==> config.mk <==
export PLATFORM = sky130hd
export DESIGN_NAME = multicycle_sequencer
export DESIGN_NICKNAME = d
export VERILOG_FILES = /design/src/rtl/multicycle_sequencer.sv
export SDC_FILE = /design/constraint.sdc
export NUM_CORES = 1
export LEC_CHECK = 0
export ABC_CLOCK_PERIOD_IN_PS = 2160
export BUFFER_PORTS_ARGS = -buffer_cell sky130_fd_sc_hd__buf_2
export CORE_MARGIN = 5
export CORE_UTILIZATION = 31
export DETAILED_ROUTE_END_ITERATION = 6
export GPL_TIMING_DRIVEN = 0
export MAX_ROUTING_LAYER = met4
export PLACE_DENSITY = 0.48
export SYNTH_ARGS = -nofsm -noshare
export SYNTH_HDL_FRONTEND = slang
export SYNTH_SLANG_ARGS = --single-unit
==> constraint.sdc <==
create_clock -name clock -period 2.16 [get_ports clock]
set_clock_uncertainty 0.15 [all_clocks]
set_input_delay 0.216 -clock clock [delete_from_list [all_inputs] [get_ports clock]]
set_output_delay 0.216 -clock clock [all_outputs]
set_load 0.03 [all_outputs]
==> src/rtl/multicycle_sequencer.sv <==
// Multi-cycle control FSM for the RV32I-subset datapath: fetch, decode, execute,
// memory and writeback, with a req/ready memory handshake and a wait timeout.
module multicycle_sequencer #(
  parameter int TIMEOUT_CYCLES = 255,
  parameter int COUNT_WIDTH    = 32
) (
  input  logic                   clock,
  input  logic                   reset,
  input  logic                   run,
  input  logic [6:0]             opcode,
  input  logic                   zero,
  input  logic                   mem_ready,
  output logic                   mem_req,
  output logic                   mem_we,
  output logic                   i_or_d,
  output logic                   ir_write,
  output logic                   pc_write,
  output logic                   pc_write_cond,
  output logic                   pc_source,
  output logic [1:0]             alu_src_a,
  output logic [1:0]             alu_src_b,
  output logic [1:0]             alu_op,
  output logic                   reg_write,
  output logic                   mem_to_reg,
  output logic [3:0]             state,
  output logic                   error,
  output logic [COUNT_WIDTH-1:0] instr_retired
);

  localparam logic [3:0] S_FETCH     = 4'd0;
  localparam logic [3:0] S_DECODE    = 4'd1;
  localparam logic [3:0] S_MEM_ADDR  = 4'd2;
  localparam logic [3:0] S_MEM_READ  = 4'd3;
  localparam logic [3:0] S_MEM_WB    = 4'd4;
  localparam logic [3:0] S_MEM_WRITE = 4'd5;
  localparam logic [3:0] S_EXEC      = 4'd6;
  localparam logic [3:0] S_ALU_WB    = 4'd7;
  localparam logic [3:0] S_BRANCH    = 4'd8;
  localparam logic [3:0] S_ERROR     = 4'd9;

  localparam logic [6:0] OP_LOAD   = 7'b0000011;
  localparam logic [6:0] OP_STORE  = 7'b0100011;
  localparam logic [6:0] OP_RTYPE  = 7'b0110011;
  localparam logic [6:0] OP_ITYPE  = 7'b0010011;
  localparam logic [6:0] OP_BRANCH = 7'b1100011;

  localparam int              WAIT_W     = $clog2(TIMEOUT_CYCLES + 1);
  localparam logic [WAIT_W-1:0] WAIT_LIMIT = WAIT_W'(TIMEOUT_CYCLES - 1);

  logic [3:0]             state_q, state_d;
  logic [WAIT_W-1:0]      wait_q, wait_d;
  logic                   error_q, error_d;
  logic [COUNT_WIDTH-1:0] retired_q, retired_d;
  logic                   retire;
  logic                   timeout;

  // The zero flag gates pc_write_cond inside the datapath, not here.
  logic unused_zero;
  assign unused_zero = zero;

  always_comb begin
    mem_req       = 1'b0;
    mem_we        = 1'b0;
    i_or_d        = 1'b0;
    ir_write      = 1'b0;
    pc_write      = 1'b0;
    pc_write_cond = 1'b0;
    pc_source     = 1'b0;
    alu_src_a     = 2'b00;
    alu_src_b     = 2'b00;
    alu_op        = 2'b00;
    reg_write     = 1'b0;
    mem_to_reg    = 1'b0;
    retire        = 1'b0;
    state_d       = state_q;
    case (state_q)
      S_FETCH: begin
        if (run) begin
          mem_req   = 1'b1;
          alu_src_b = 2'b01;
          ir_write  = mem_ready;
          pc_write  = mem_ready;
          if (mem_ready) state_d = S_DECODE;
        end
      end
      S_DECODE: begin
        alu_src_a = 2'b10;
        alu_src_b = 2'b11;
        case (opcode)
          OP_LOAD, OP_STORE:  state_d = S_MEM_ADDR;
          OP_RTYPE, OP_ITYPE: state_d = S_EXEC;
          OP_BRANCH:          state_d = S_BRANCH;
          default:            state_d = S_ERROR;
        endcase
      end
      S_MEM_ADDR: begin
        alu_src_a = 2'b01;
        alu_src_b = 2'b10;
        if (opcode == OP_LOAD)       state_d = S_MEM_READ;
        else if (opcode == OP_STORE) state_d = S_MEM_WRITE;
        else                         state_d = S_ERROR;
      end
      S_MEM_READ: begin
        mem_req = 1'b1;
        i_or_d  = 1'b1;
        if (mem_ready) state_d = S_MEM_WB;
      end
      S_MEM_WB: begin
        reg_write  = 1'b1;
        mem_to_reg = 1'b1;
        retire     = 1'b1;
        state_d    = S_FETCH;
      end
      S_MEM_WRITE: begin
        mem_req = 1'b1;
        i_or_d  = 1'b1;
        mem_we  = 1'b1;
        if (mem_ready) begin
          retire  = 1'b1;
          state_d = S_FETCH;
        end
      end
      S_EXEC: begin
        alu_src_a = 2'b01;
        alu_src_b = (opcode == OP_ITYPE) ? 2'b10 : 2'b00;
        alu_op    = 2'b10;
        state_d   = S_ALU_WB;
      end
      S_ALU_WB: begin
        reg_write = 1'b1;
        retire    = 1'b1;
        state_d   = S_FETCH;
      end
      S_BRANCH: begin
        alu_src_a     = 2'b01;
        alu_op        = 2'b01;
        pc_write_cond = 1'b1;
        pc_source     = 1'b1;
        retire        = 1'b1;
        state_d       = S_FETCH;
      end
      default: state_d = S_ERROR;
    endcase

    // A ready on the limit cycle wins; otherwise the stalled access aborts.
    timeout = mem_req && !mem_ready && (wait_q == WAIT_LIMIT);
    if (timeout) state_d = S_ERROR;

    wait_d    = (mem_req && !mem_ready && !timeout) ? wait_q + WAIT_W'(1) : '0;
    retired_d = retire ? retired_q + COUNT_WIDTH'(1) : retired_q;
    error_d   = error_q || (state_d == S_ERROR);
  end

  always_ff @(posedge clock) begin
    if (!reset) begin
      state_q   <= S_FETCH;
      wait_q    <= '0;
      error_q   <= 1'b0;
      retired_q <= '0;
    end else begin
      state_q   <= state_d;
      wait_q    <= wait_d;
      error_q   <= error_d;
      retired_q <= retired_d;
    end
  end

  assign state         = state_q;
  assign error         = error_q;
  assign instr_retired = retired_q;

endmodule

# == Word level (Yosys, flattened, before mapping) ==
# Cells that the tools add are included.
# word_totals
ff_bits,45
in_bits,12
output_inout_bits,52
word_cells,60
# classes
add_sub_neg,2
n_eq_ne,15
mux,25
reduce_logical,14
# op_table
operator,n
$add A32 B1 Y32 const B,1
$mux W4,7
$pmux W4 S7,1
$eq A4 B3 Y1 const B,4
$eq A7 B6 Y1 const B,2
$pmux W4 S3,1
$mux W1,10
$add A8 B1 Y8 const B,1
$eq A4 B2 Y1 const B,2
$eq A4 B4 Y1 const B,2
$eq A8 B8 Y1 const B,1
$pmux W2 S2,2
$pmux W2 S4,1
$reduce_or A2 Y1,4
$eq A7 B2 Y1 const B,1
$eq A7 B5 Y1 const B,1
$eq A7 B7 Y1 const B,1
$reduce_or A3 Y1,2
$eq A4 B1 Y1 const B,1
$logic_not A4 Y1,1
$pmux W1 S2,2
$logic_and A1 B1 Y1,3
$logic_not A1 Y1,2
$mux W2,1
2 further kinds,2

# == Depth between registers and ports, before layout ==
# Gate-level depths: netlist (run 1).
# depth
word_depth,8
ltp_mapped,7
depth_no_buf,5

# == Worst setup path before layout (run 1) ==
# OpenSTA, ideal clock, no wires.
# synth_timing
path_kind,register to output
startpoint,"reg state_q[2], in the netlist state[2]"
endpoint,out pc_write
t_arrival_ns,2.284
required_time_ns,1.794
slack_ns,-0.490
path_stages_with_launch,5
n_path_buf,2
cell_sequence,dfxtp_1 -> clkbuf_1 -> nor2_1 -> nor4b_1 -> buf_4
# synth_between
elab_chain_len,2
# synth_rtl
element,line,rtl
from (decl),50,"logic [3:0] state_q, state_d;"
from (signal assigned),161,state_q <= state_d;
$logic_not A4 Y1,-,
$mux W1,-,
to (decl),17,"output logic pc_write,"
# Every way passes these cells.

# == Worst setup path in the final report (run 1) ==
# layout_timing
startpoint,"reg state_q[0], in the netlist state[0]"
endpoint,"reg retired_q[25], in the netlist instr_retired[25]"
# layout_between
elab_chain_len,3
elab_cells_between_ends,6
classes_between,eq/ne (4); mux (1); reduce/logical (1)
# layout_rtl
element,line,rtl
$eq A4 B4 Y1 or $eq A4 B3 Y1 (tied branches),76,case (state_q)
$reduce_or A3 Y1 (no source line),-,
$pmux W1 S2 (*),76,
to (signal assigned),164,retired_q <= retired_d;
to (decl),53,"logic [COUNT_WIDTH-1:0] retired_q, retired_d;"
# Every way passes the cells marked *; elsewhere a longest branch is shown, timed or not.
# A chain may end at the register's enable or synchronous reset.

==> results of run 1 <==
## repair_timing
action,in CTS,in global routing
setup buffers,0,3
hold endpoints to repair,0,0
pin swaps,1,4
setup endpoints to repair,13,30
gates resized for setup,9,32
## worst max-delay path, delay by kind of cell, from the launching register on
kind	cells	cell delay [ns]
compound gates	2	0.24
flops	1	0.37
simple gates	3	1.26
## sequential cells by signal, summed over array words and instances, names as in the netlist
register	flops
instr_retired	32
wait_q	8
state	4
error	1
## kinds of logic (layout without fill, tap and decap cells)
| family | Yosys count | in the layout |
|---|---|---|
| buffers and inverters | 25 | 94 |
| AOI/OAI and AO/OA | 42 | 42 |
| and+or+nand+nor | 148 | 148 |
| muxes | 2 | 2 |
| DFF | 45 | 45 |
| adders and majority gates | 3 | 3 |
| xor gates and xnor gates | 28 | 28 |
## synthesized netlist by cell type (all sizes together)
cell type,instances
a21o,1
ha,3
nor2,49
nand4,13
o21ai,6
nand2,17
inv,9
nor2b,4
and2,1
o22a,1
nor3b,3
clkbuf,11
nor4bb,1
buf,5
nand2b,5
and4,4
nor4b,3
xnor2,17
nor4,8
nand4b,3
mux2i,2
o31ai,5
o41ai,3
a21oi,11
o31a,4
nor3,11
o21a,3
a31oi,2
a32oi,1
or3,2
a22oi,4
nand3,16
or4,5
xor2,11
o32a,1
or4b,1
and3,2
dfxtp,45
## stage by stage
step / setup TNS (ns) / instances / util / instance area [sq um]
global placement: -0.727 / 456 / 0.373 / 2840
floorplan: -0.000121 / 293 / - / 2410
detailed placement: -0.582 / 456 / 0.373 / 2840
CTS: 0 / 463 / 0.390 / 2970
finish: 0 / 464 / 0.404 / 3070
global route: -0.0553 / 464 / 0.404 / 3070
## final cells by class
type / instances / area, sq um
Clock buffer: 7 / 86.3
Multi-Input combinational cell: 223 / 1510
Tap cell: 102 / 128
Timing Repair Buffer: 64 / 328
Inverter: 9 / 33.8
Fill cell: 800 / 4530
Buffer: 14 / 80.1
Sequential cell: 45 / 913
## worst max-delay path by stage
stage | from | endpoint
global placement | instr_retired[0]$_SDFFE_PN0P_ | instr_retired[22]$_SDFFE_PN0P_
CTS | instr_retired[8]$_SDFFE_PN0P_ | instr_retired[28]$_SDFFE_PN0P_
detailed placement | instr_retired[1]$_SDFFE_PN0P_ | instr_retired[22]$_SDFFE_PN0P_
floorplan | state[2]$_SDFF_PN0_ | pc_write
global route | state[0]$_SDFF_PN0_ | instr_retired[19]$_SDFFE_PN0P_
finish | state[0]$_SDFF_PN0_ | instr_retired[25]$_SDFFE_PN0P_
## per-layer routing
| layer | part of all wire | routed length [microns] |
|---|---|---|
| met3 | 0.037 | 240 |
| met2 | 0.46 | 2940 |
| met5 | 0 | 0 |
| met4 | 0.012 | 78 |
| met1 | 0.50 | 3200 |
## cells in the final DEF (no fill, tap or decap), types with 3 or more instances in the layout
| cell type | count |
|---|---|
| sky130_fd_sc_hd__clkbuf_8 | 6 |
| sky130_fd_sc_hd__nor4_1 | 4 |
| sky130_fd_sc_hd__o21ai_0 | 6 |
| sky130_fd_sc_hd__clkbuf_2 | 3 |
| sky130_fd_sc_hd__nand2_1 | 16 |
| sky130_fd_sc_hd__nor3_1 | 10 |
| sky130_fd_sc_hd__nand4_1 | 13 |
| sky130_fd_sc_hd__xor2_1 | 11 |
| sky130_fd_sc_hd__or4_1 | 5 |
| sky130_fd_sc_hd__nand2b_1 | 3 |
| sky130_fd_sc_hd__dfxtp_1 | 35 |
| sky130_fd_sc_hd__buf_2 | 62 |
| sky130_fd_sc_hd__xnor2_1 | 17 |
| sky130_fd_sc_hd__nand3_1 | 15 |
| sky130_fd_sc_hd__a22oi_1 | 4 |
| sky130_fd_sc_hd__a21oi_1 | 11 |
| sky130_fd_sc_hd__nor3b_1 | 3 |
| sky130_fd_sc_hd__o31ai_1 | 4 |
| sky130_fd_sc_hd__nor2_1 | 46 |
| sky130_fd_sc_hd__inv_1 | 9 |
| sky130_fd_sc_hd__nand4b_1 | 3 |
| sky130_fd_sc_hd__o21a_1 | 3 |
| sky130_fd_sc_hd__dfxtp_2 | 10 |
| sky130_fd_sc_hd__nor2_2 | 3 |
| sky130_fd_sc_hd__buf_4 | 6 |
| sky130_fd_sc_hd__o31a_1 | 3 |
| sky130_fd_sc_hd__clkbuf_1 | 5 |
| sky130_fd_sc_hd__nor2b_1 | 3 |
## where the power goes
part	internal, mW	leakage [nW]	switching [mW]
Combinational	0.0636	0.800	0.127
Sequential	0.836	0.368	0.0116
Clock	0.254	0.0443	0.280
==> metrics, run 1 <==
final critical-path required period=approximately 2.1 ns; result of the run=finished, final reports clean; remaining number of nets flagged by the antenna check after routing=0; pin count of the biggest net entering global routing=13; starting utilization of the core area=0.314; main combinational cell family by area after synthesis=simple AND/OR/NAND/NOR gates; DRC violations left=0; Sink Count=45; CP cell instances=or4b_4 -> o31ai_4 -> nand2_2 -> or4_1 -> a21oi_1; actual slew at the worst max-slew pin=0.603 ns; portion of netlist area occupied by mux cells=0.00838; wire length of the first global-routing pass=roughly 11 mm; Worst Path Class, Setup=reg -> reg; total routing usage reported by global routing=0.140; final routed wire length divided by cell count=approximately 14 microns; Top Ports=64; number of failing setup endpoints in the final timing report=0; VDD IR max=roughly 0.25 mV; launching point of the worst reg2reg path=state[0]$_SDFF_PN0_; GRT met2 Usage=0.203; Static Leak=1.21 nW; fraction of synthesized cell area in xor and xnor cells=0.103; number of buffers between clock root and the deepest sink=2; GR Overflow Total=0; vias per cell=5.05; Pre-antenna DRT Iters=4; top cells by area in the synthesized netlist=sky130_fd_sc_hd__dfxtp_1 (38%), sky130_fd_sc_hd__nor2_1 (7.7%), sky130_fd_sc_hd__xnor2_1 (6.2%); clock-pin transition on the worst setup and hold timing paths=0.08 ns; via count of the first global-routing pass=2,168; worst reg2reg endpoint=instr_retired[25]$_SDFFE_PN0P_; required arrival time at the worst endpoint=2.24 ns; cell count of the worst reg-to-reg path=5; final-layout worst hold slack=0.0553 ns; antenna violations before repair=0; Place WS=-0.0970 ns; Adder-Cell Fraction of Synth Area=0.0157; Chip Width=between 90 and 100 microns; Core Rows=32; Worst Path Max Fanout=9; ratio of cells with drive above 1 in the final layout=0.315; critical path launch point type=flip-flop; net total in the final layout=377; hold_sp=reset; final worst path period share=0.969; # port buffers=61; stage delay of the slowest cell on the critical path=between 0.5 and 0.6 ns; achievable frequency=between 0.4 and 0.5 GHz; total number of vias=2,341; number of failing hold endpoints at the final stage=0; layer with the highest usage=met2; antenna cells=0; worst slew margin relative to its limit=0.593; CP max stage cell=sky130_fd_sc_hd__or4b_4; overall power consumption=1.57 mW; post-synthesis cell area=2390 sq um; power per cell area=about 510 nW/um^2; final weighted congestion in routability-driven placement=0.817; overall die height=97.8 microns; initial detailed-routing violation count=77; cell depth of the worst hold path=2; CP arrival=~2.2 ns; share of the synthesized area in the top cell type=0.377; area leader, netlist=sky130_fd_sc_hd__dfxtp_1; Syn Area/Cell=approximately 8 sq um; die area=9560 sq um; unrepaired setup endpoints after global routing=yes; level count of the clock H-tree=2; clock insertion delay at the later pin of the skew report=0.29 ns; wirelength, routed=~6.5 mm; cell count after synthesis=293; area growth from synthesis to final layout=28.6%; setup slack after layout=about 0.066 ns; share of the synthesized area in compound gates (AO/OA/AOI/OAI)=0.121; met1 usage=0.197; TritonCTS clock tree=built; worst hold path class=in -> reg; met3 Usage GRT=0.0300; kind of end point of the critical path=flip-flop; post-synthesis net count=308; number of max-slew violations in the final report=0; sequential share of the synthesized area=0.377; Yosys warning count=0; internal reg-to-reg setup slack=0.07 ns; area of the core region=7610 sq um; number of maximum-capacitance violations=0; Distinct cells, synth=44; CTS Hold Bufs=0; Synth Area in Simple Gates=0.327; Synth Register Bits=45; CTS Buf Count=5; clock tree root driver cell=sky130_fd_sc_hd__clkbuf_8; Detailed Place HPWL=4.71 mm; hold path endpoint=instr_retired[31]$_SDFFE_PN0P_
(Power assumes the default switching activity.)
==> inputs of run 2 (changes only) <==
--- a/config.mk
+++ b/config.mk
@@ -5,6 +5,7 @@
 export SDC_FILE = /design/constraint.sdc
 export NUM_CORES = 1
 export LEC_CHECK = 0
+export ABC_AREA = 1
 export ABC_CLOCK_PERIOD_IN_PS = 2160
 export BUFFER_PORTS_ARGS = -buffer_cell sky130_fd_sc_hd__buf_2
 export CORE_MARGIN = 5
@@ -12,7 +13,7 @@
 export DETAILED_ROUTE_END_ITERATION = 6
 export GPL_TIMING_DRIVEN = 0
 export MAX_ROUTING_LAYER = met4
-export PLACE_DENSITY = 0.48
+export PLACE_DENSITY = 0.47
 export SYNTH_ARGS = -nofsm -noshare
 export SYNTH_HDL_FRONTEND = slang
 export SYNTH_SLANG_ARGS = --single-unit
==> run 2 against run 1 <==
Compared with the run above: clock power increased by 27%; synthesized cell count increased by 54%; total power increased by 9.8%; first-iteration DRC count increased by 25%; non-clock buffer count decreased by 4.
==> metrics, run 2 <==
TritonCTS clock tree=built; CTS Buf Count=5 (unchanged); overall die height=104 microns (+6.8%); initial detailed-routing violation count=96 (+25%); setup slack after layout=0.155 ns (+0.0883 ns); total routing usage reported by global routing=0.153 (+0.0132); Pre-antenna DRT Iters=4 (unchanged); starting utilization of the core area=0.317 (+0.00278); most used flip-flop cell after synthesis=sky130_fd_sc_hd__dfxtp_1; Sink Count=45 (unchanged); wirelength, routed=8.11 mm (+26%); Static Leak=1.51 nW (+24%); Core Rows=34 (+6.3%); Syn Area/Cell=6.14 sq um (-25%); clock-pin transition on the worst setup and hold timing paths=0.09 ns (about the same); via count of the first global-routing pass=2,818 (+30%); Non-Filler Instances=630 (+36%); share of the synthesized area in the top cell type=0.326 (-0.0510); total number of vias=2,944 (+26%); most common cell after layout, fill and taps aside=sky130_fd_sc_hd__nand2_1; unrepaired setup endpoints after global routing=no; Place WS=0.244 ns (+0.341 ns); most frequent cells in the layout=sky130_fd_sc_hd__nand2_1 (156), sky130_fd_sc_hd__nor2_1 (72), sky130_fd_sc_hd__buf_2 (62); antenna cells=0 (unchanged); number of maximum-capacitance violations=0 (unchanged); setup bufs post-CTS=0 (unchanged); net total in the final layout=536 (+42%); actual slew at the worst max-slew pin=0.660 ns (+0.0577 ns); final weighted congestion in routability-driven placement=0.853 (+4.4%); GR Overflow Total=0 (unchanged); cell count after synthesis=450 (+54%); DRC violations left=0 (unchanged); post-synthesis cell area=2760 sq um (+16%); clock tree root driver cell=sky130_fd_sc_hd__clkbuf_8; result of the run=finished, final reports clean; Top Ports=64 (unchanged); number of max-slew violations in the final report=0 (unchanged); top cells by area in the synthesized netlist=sky130_fd_sc_hd__dfxtp_1 (33%), sky130_fd_sc_hd__nand2_1 (21%), sky130_fd_sc_hd__nor2_1 (9.8%); CTS Hold Bufs=0 (unchanged); kind of end point of the critical path=output pin; number of failing setup endpoints in the final timing report=0 (unchanged); power per cell area=515 nW/um^2 (+0.66%); clock insertion delay at the later pin of the skew report=0.30 ns (about the same); worst hold path class=in -> reg; die area=10,900 sq um (+14%); Worst Path Class, Setup=reg -> out; Chip Width=104 microns (+6.8%); area of the core region=8720 sq um (+15%); Detailed Place HPWL=6.42 mm (+36%); FFs w/ async S/R, synth=0 (unchanged); number of buffers between clock root and the deepest sink=2 (unchanged); CP cell instances=nand3b_1 -> inv_1 -> nand2_1 -> o41ai_2 -> buf_2; cell family with most CP delay=flip-flops; achievable frequency=0.499 GHz (+4.4%); remaining number of nets flagged by the antenna check after routing=0 (unchanged); number of failing hold endpoints at the final stage=0 (unchanged); number of inserted filler cells in the final layout=963 (+20%); final worst path period share=0.928 (-0.0409); Worst Path Max Fanout=7 (-2); Synth Register Bits=45 (unchanged); level count of the clock H-tree=2 (unchanged); area leader, netlist=sky130_fd_sc_hd__dfxtp_1; worst slew margin relative to its limit=0.556 (-0.0366); WP buf/inv=2 (+2); vias per cell=4.67 (-7.4%); area growth from synthesis to final layout=21.3%; pin count of the biggest net entering global routing=15 (+2); # port buffers=62 (+1.6%); most instantiated library cell after synthesis=sky130_fd_sc_hd__nand2_1; post-placement cell count=620 (+36%); ratio of cells with drive above 1 in the final layout=0.184 (-0.131); final critical-path required period=2.01 ns (-0.0883 ns); post-route setup TNS=0 ns (unchanged); stage delay of the slowest cell on the critical path=0.40 ns (-0.18 ns); sequential share of the synthesized area=0.326 (-0.0510); CP arrival=1.64 ns (-0.53 ns); number of flops mapped to enable cells by yosys=0 (unchanged); VDD IR max=0.208 mV (-16%); CP max stage cell=sky130_fd_sc_hd__dfxtp_1; post-synthesis net count=465 (+51%); required arrival time at the worst endpoint=1.79 ns (-0.45 ns); Yosys warning count=0 (unchanged); quantity of gates resized following cts=0 (-9); wire length of the first global-routing pass=13.5 mm (+24%); Distinct cells, synth=30 (-32%); final routed wire length divided by cell count=12.9 microns (-7.5%); critical path launch point type=flip-flop; leading cell types by count after synthesis=sky130_fd_sc_hd__nand2_1 (156), sky130_fd_sc_hd__nor2_1 (72), sky130_fd_sc_hd__dfxtp_1 (45); antenna violations before repair=0 (unchanged); flip-flop count of the largest register after layout=32 (unchanged)
run 2: layout make-up:
class | instances | area, sq um | share of cell area
inverter | 48 | 180 | 0.0538
timing repair buffer | 64 | 325 | 0.0971
tap | 108 | 135 | 0.0403
clock inverter | 2 | 37.5 | 0.0112
buffer | 10 | 71.3 | 0.0213
sequential | 45 | 901 | 0.269
clock buffer | 6 | 82.6 | 0.0246
multi-input combinational | 347 | 1620 | 0.483
run 2: final timing paths:
| kind | startpoint | end | slack [ns] | cells after the start |
|---|---|---|---|---|
| worst max-delay path | state[3]$_SDFF_PN0_ | alu_src_b[1] | 0.15 | 5 |
| worst min-delay path | reset | instr_retired[27]$_SDFFE_PN0P_ | 0.11 | 3 |
| worst max register to register | instr_retired[0]$_SDFFE_PN0P_ | instr_retired[18]$_SDFFE_PN0P_ | 0.23 | 12 |
| worst min register to register | error$_SDFF_PN0_ | error$_SDFF_PN0_ | 0.30 | 2 |
run 2: logic make-up (layout without fill, tap and decap cells):
kind of cell | after synthesis | after routing | share of synthesized area
flip-flops | 45 | 45 | 0.326
adder cells (fa/ha/maj) | 3 | 3 | 0.0136
buffers and inverters | 58 | 130 | 0.0910
XOR/XNOR | 11 | 11 | 0.0349
AO/OA/AOI/OAI | 48 | 48 | 0.0946
AND/OR/NAND/NOR | 285 | 285 | 0.440
run 2: metrics by stage:
step	hold slack [ns]	instance area (sq um)	total power, mW	utilization
after floorplan	0.245	2770	1.00	-
after global placement	0.290	3220	1.07	0.369
after detailed placement	0.294	3220	1.07	0.369
after CTS	0.107	3340	1.76	0.383
after global routing	0.120	3350	1.81	0.384
final	0.108	3350	1.73	0.384
run 2: worst reg2reg max path, stage by stage, from the launching register on:
cell                      delay (ns)
sky130_fd_sc_hd__dfxtp_1        0.39
sky130_fd_sc_hd__ha_1           0.25
sky130_fd_sc_hd__nand2_1        0.08
sky130_fd_sc_hd__nor2_1         0.10
sky130_fd_sc_hd__nand2_1        0.09
sky130_fd_sc_hd__inv_1          0.09
sky130_fd_sc_hd__nand2_1        0.05
sky130_fd_sc_hd__nor2_1         0.18
sky130_fd_sc_hd__nand2_2        0.14
sky130_fd_sc_hd__inv_2          0.11
sky130_fd_sc_hd__nand3_1        0.06
sky130_fd_sc_hd__nand2_1        0.08
sky130_fd_sc_hd__nor2_1         0.04
run 2: routing by layer:
layer,vias up,wire length [microns],GRT usage
li1,1564,-,-
met3,4,298,0.0273
met1,1306,3940,0.197
met5,-,0,-
met4,0,65,0.0370
met2,70,3810,0.250
run 2: where the power goes:
group / internal [mW] / leakage (nW) / switching [mW]
registers: 0.836 / 0.363 / 0.00924
clock network: 0.377 / 0.0574 / 0.306
logic: 0.0581 / 1.09 / 0.141
==> inputs of run 3 (changes only) <==
--- a/config.mk
+++ b/config.mk
@@ -8,12 +8,12 @@
 export ABC_AREA = 1
 export ABC_CLOCK_PERIOD_IN_PS = 2160
 export BUFFER_PORTS_ARGS = -buffer_cell sky130_fd_sc_hd__buf_2
-export CORE_MARGIN = 5
-export CORE_UTILIZATION = 31
+export CORE_MARGIN = 2
+export CORE_UTILIZATION = 45
 export DETAILED_ROUTE_END_ITERATION = 6
 export GPL_TIMING_DRIVEN = 0
 export MAX_ROUTING_LAYER = met4
-export PLACE_DENSITY = 0.47
+export PLACE_DENSITY = 0.65
 export SYNTH_ARGS = -nofsm -noshare
 export SYNTH_HDL_FRONTEND = slang
 export SYNTH_SLANG_ARGS = --single-unit
==> run 3 against run 2 <==
Compared with the run above: cell area down 1.8%; first-iteration DRC count up 71%; highest routed layer unchanged; global-route usage up 7.8 points; clock power down 1%; total power down 0.54%; worst setup slack better by 0.028 ns; cell count down 5.6%; die area down 38%; core utilization up 17 points; non-clock buffer count down 2; clock-buffer cell count up 1.
==> metrics, run 3 (synthesis gave the netlist of run 2 again) <==
result of the run=finished, final reports clean; quantity of gates resized following cts=0 (unchanged); FF+latch area=901 sq um (unchanged); CTS Hold Bufs=0 (unchanged); most frequent cells in the layout=sky130_fd_sc_hd__nand2_1 (156), sky130_fd_sc_hd__nor2_1 (72), sky130_fd_sc_hd__buf_2 (62); most common cell after layout, fill and taps aside=sky130_fd_sc_hd__nand2_1; pin count of the biggest net entering global routing=14 (-1); area of all placed cells without fillers=3290 sq um (-1.8%); Sink Count=45 (unchanged); number of max-slew violations in the final report=0 (unchanged); Core Rows=28 (-18%); Detailed Place HPWL=5.63 mm (-12%); worst slew margin relative to its limit=0.598 (+0.0422); Top Ports=64 (unchanged); worst hold path class=in -> reg; total routing usage reported by global routing=0.232 (+0.0784); vias per cell=4.98 (+6.6%); number of failing hold endpoints at the final stage=0 (unchanged); antenna cells=0 (unchanged); actual slew at the worst max-slew pin=0.602 ns (-0.0582 ns); net total in the final layout=534 (-0.37%); number of buffers between clock root and the deepest sink=2 (unchanged); ratio of cells with drive above 1 in the final layout=0.179 (-0.00506); VDD IR max=0.270 mV (+30%); die area=6780 sq um (-38%); CTS Buf Count=5 (unchanged); clock-pin transition on the worst setup and hold timing paths=0.09 ns (about the same); Worst Path Max Fanout=7 (unchanged); level count of the clock H-tree=2 (unchanged); TritonCTS clock tree=built; number of inserted filler cells in the final layout=597 (-38%); Placed Area=3180 sq um (-1.3%); post-route setup TNS=0 ns (unchanged); unrepaired setup endpoints after global routing=no; final weighted congestion in routability-driven placement=0.921 (+8.0%); Static Leak=1.50 nW (-0.48%); initial detailed-routing violation count=164 (+71%); # port buffers=62 (unchanged); achievable frequency=0.506 GHz (+1.4%); Pre-antenna DRT Iters=4 (unchanged); number of failing setup endpoints in the final timing report=0 (unchanged); remaining number of nets flagged by the antenna check after routing=0 (unchanged); flip-flop count of the largest register after layout=32 (unchanged); overall die height=82.4 microns (-21%); setup bufs post-CTS=0 (unchanged); final routed wire length divided by cell count=12.3 microns (-4.8%); GR Overflow Total=0 (unchanged); wirelength, routed=7.29 mm (-10%); CP arrival=1.61 ns (-0.03 ns); power per cell area=522 nW/um^2 (+1.3%); via count of the first global-routing pass=2,601 (-7.7%); final critical-path required period=1.98 ns (-0.0278 ns); number of maximum-capacitance violations=0 (unchanged); DRC violations left=0 (unchanged); antenna violations before repair=0 (unchanged); area growth from synthesis to final layout=19.1%; area of the core region=5920 sq um (-32%); required arrival time at the worst endpoint=1.79 ns (about the same); clock insertion delay at the later pin of the skew report=0.31 ns (about the same); starting utilization of the core area=0.467 (+0.150); Worst Path Class, Setup=reg -> out; critical path launch point type=flip-flop; clock tree root driver cell=sky130_fd_sc_hd__clkbuf_8; wire length of the first global-routing pass=11.7 mm (-13%); total number of vias=2,965 (+0.71%); Chip Width=82.4 microns (-21%); final worst path period share=0.916 (-0.0129); total area of multi-input combinational cells=1620 sq um (unchanged); kind of end point of the critical path=output pin
run 3: cell count changes in the layout (fill, tap and decap cells not counted), sizes merged:
cell and delta:
buf -2, clkbuf +1, clkinvlp -1
run 3: per-layer routing:
layer / global-route usage / wire (microns) / vias up / share of wire
met2: 0.385 / 3420 / 83 / 0.47
met5: - / 0 / - / 0
li1: - / - / 1555 / -
met3: 0.0413 / 461 / 11 / 0.063
met1: 0.283 / 3290 / 1316 / 0.45
met4: 0.0800 / 125 / 0 / 0.017
run 3: path summary, 6_finish.rpt:
check,to,start,slack (ns),depth (start not counted)
worst max-delay path,alu_src_b[1],state[3]$_SDFF_PN0_,0.18,5
worst min-delay path,instr_retired[27]$_SDFFE_PN0P_,reset,0.11,3
worst max register to register,instr_retired[24]$_SDFFE_PN0P_,instr_retired[0]$_SDFFE_PN0P_,0.25,8
worst min register to register,error$_SDFF_PN0_,error$_SDFF_PN0_,0.30,2
run 3: worst max-delay path, cell delays in order, from the launching register on:
cell and delay [ns]:
sky130_fd_sc_hd__dfxtp_1 0.39, sky130_fd_sc_hd__nand3b_1 0.27, sky130_fd_sc_hd__inv_1 0.09, sky130_fd_sc_hd__nand2_1 0.11, sky130_fd_sc_hd__o41ai_2 0.20, sky130_fd_sc_hd__buf_2 0.24
run 3: power by group:
group	internal [mW]	leakage (nW)	switching [mW]	total (mW)
Combinational	0.0579	1.08	0.139	0.196
Sequential	0.836	0.363	0.00948	0.846
Clock	0.378	0.0585	0.298	0.675
Total	1.27	1.50	0.446	1.72
run 3: per-stage QoR:
stage               worst slack, ns  std cells  hold WS (ns)   util  total power [mW]
CTS                           0.171        595         0.113  0.556              1.74
finish                        0.183        595         0.110  0.556              1.72
floorplan                    0.0895        450         0.245      -              1.00
global placement              0.285        587         0.285  0.536              1.06
detailed placement            0.286        587         0.300  0.536              1.06
global route                 0.0559        595         0.120  0.556              1.79
run 3: final cells by class:
class / count / area share
sequential: 45 / 0.274
tap: 75 / 0.0285
buffer: 10 / 0.0217
inverter: 48 / 0.0547
clock buffer: 7 / 0.0262
timing repair buffer: 62 / 0.0943
multi-input combinational: 347 / 0.492
clock inverter: 1 / 0.00912
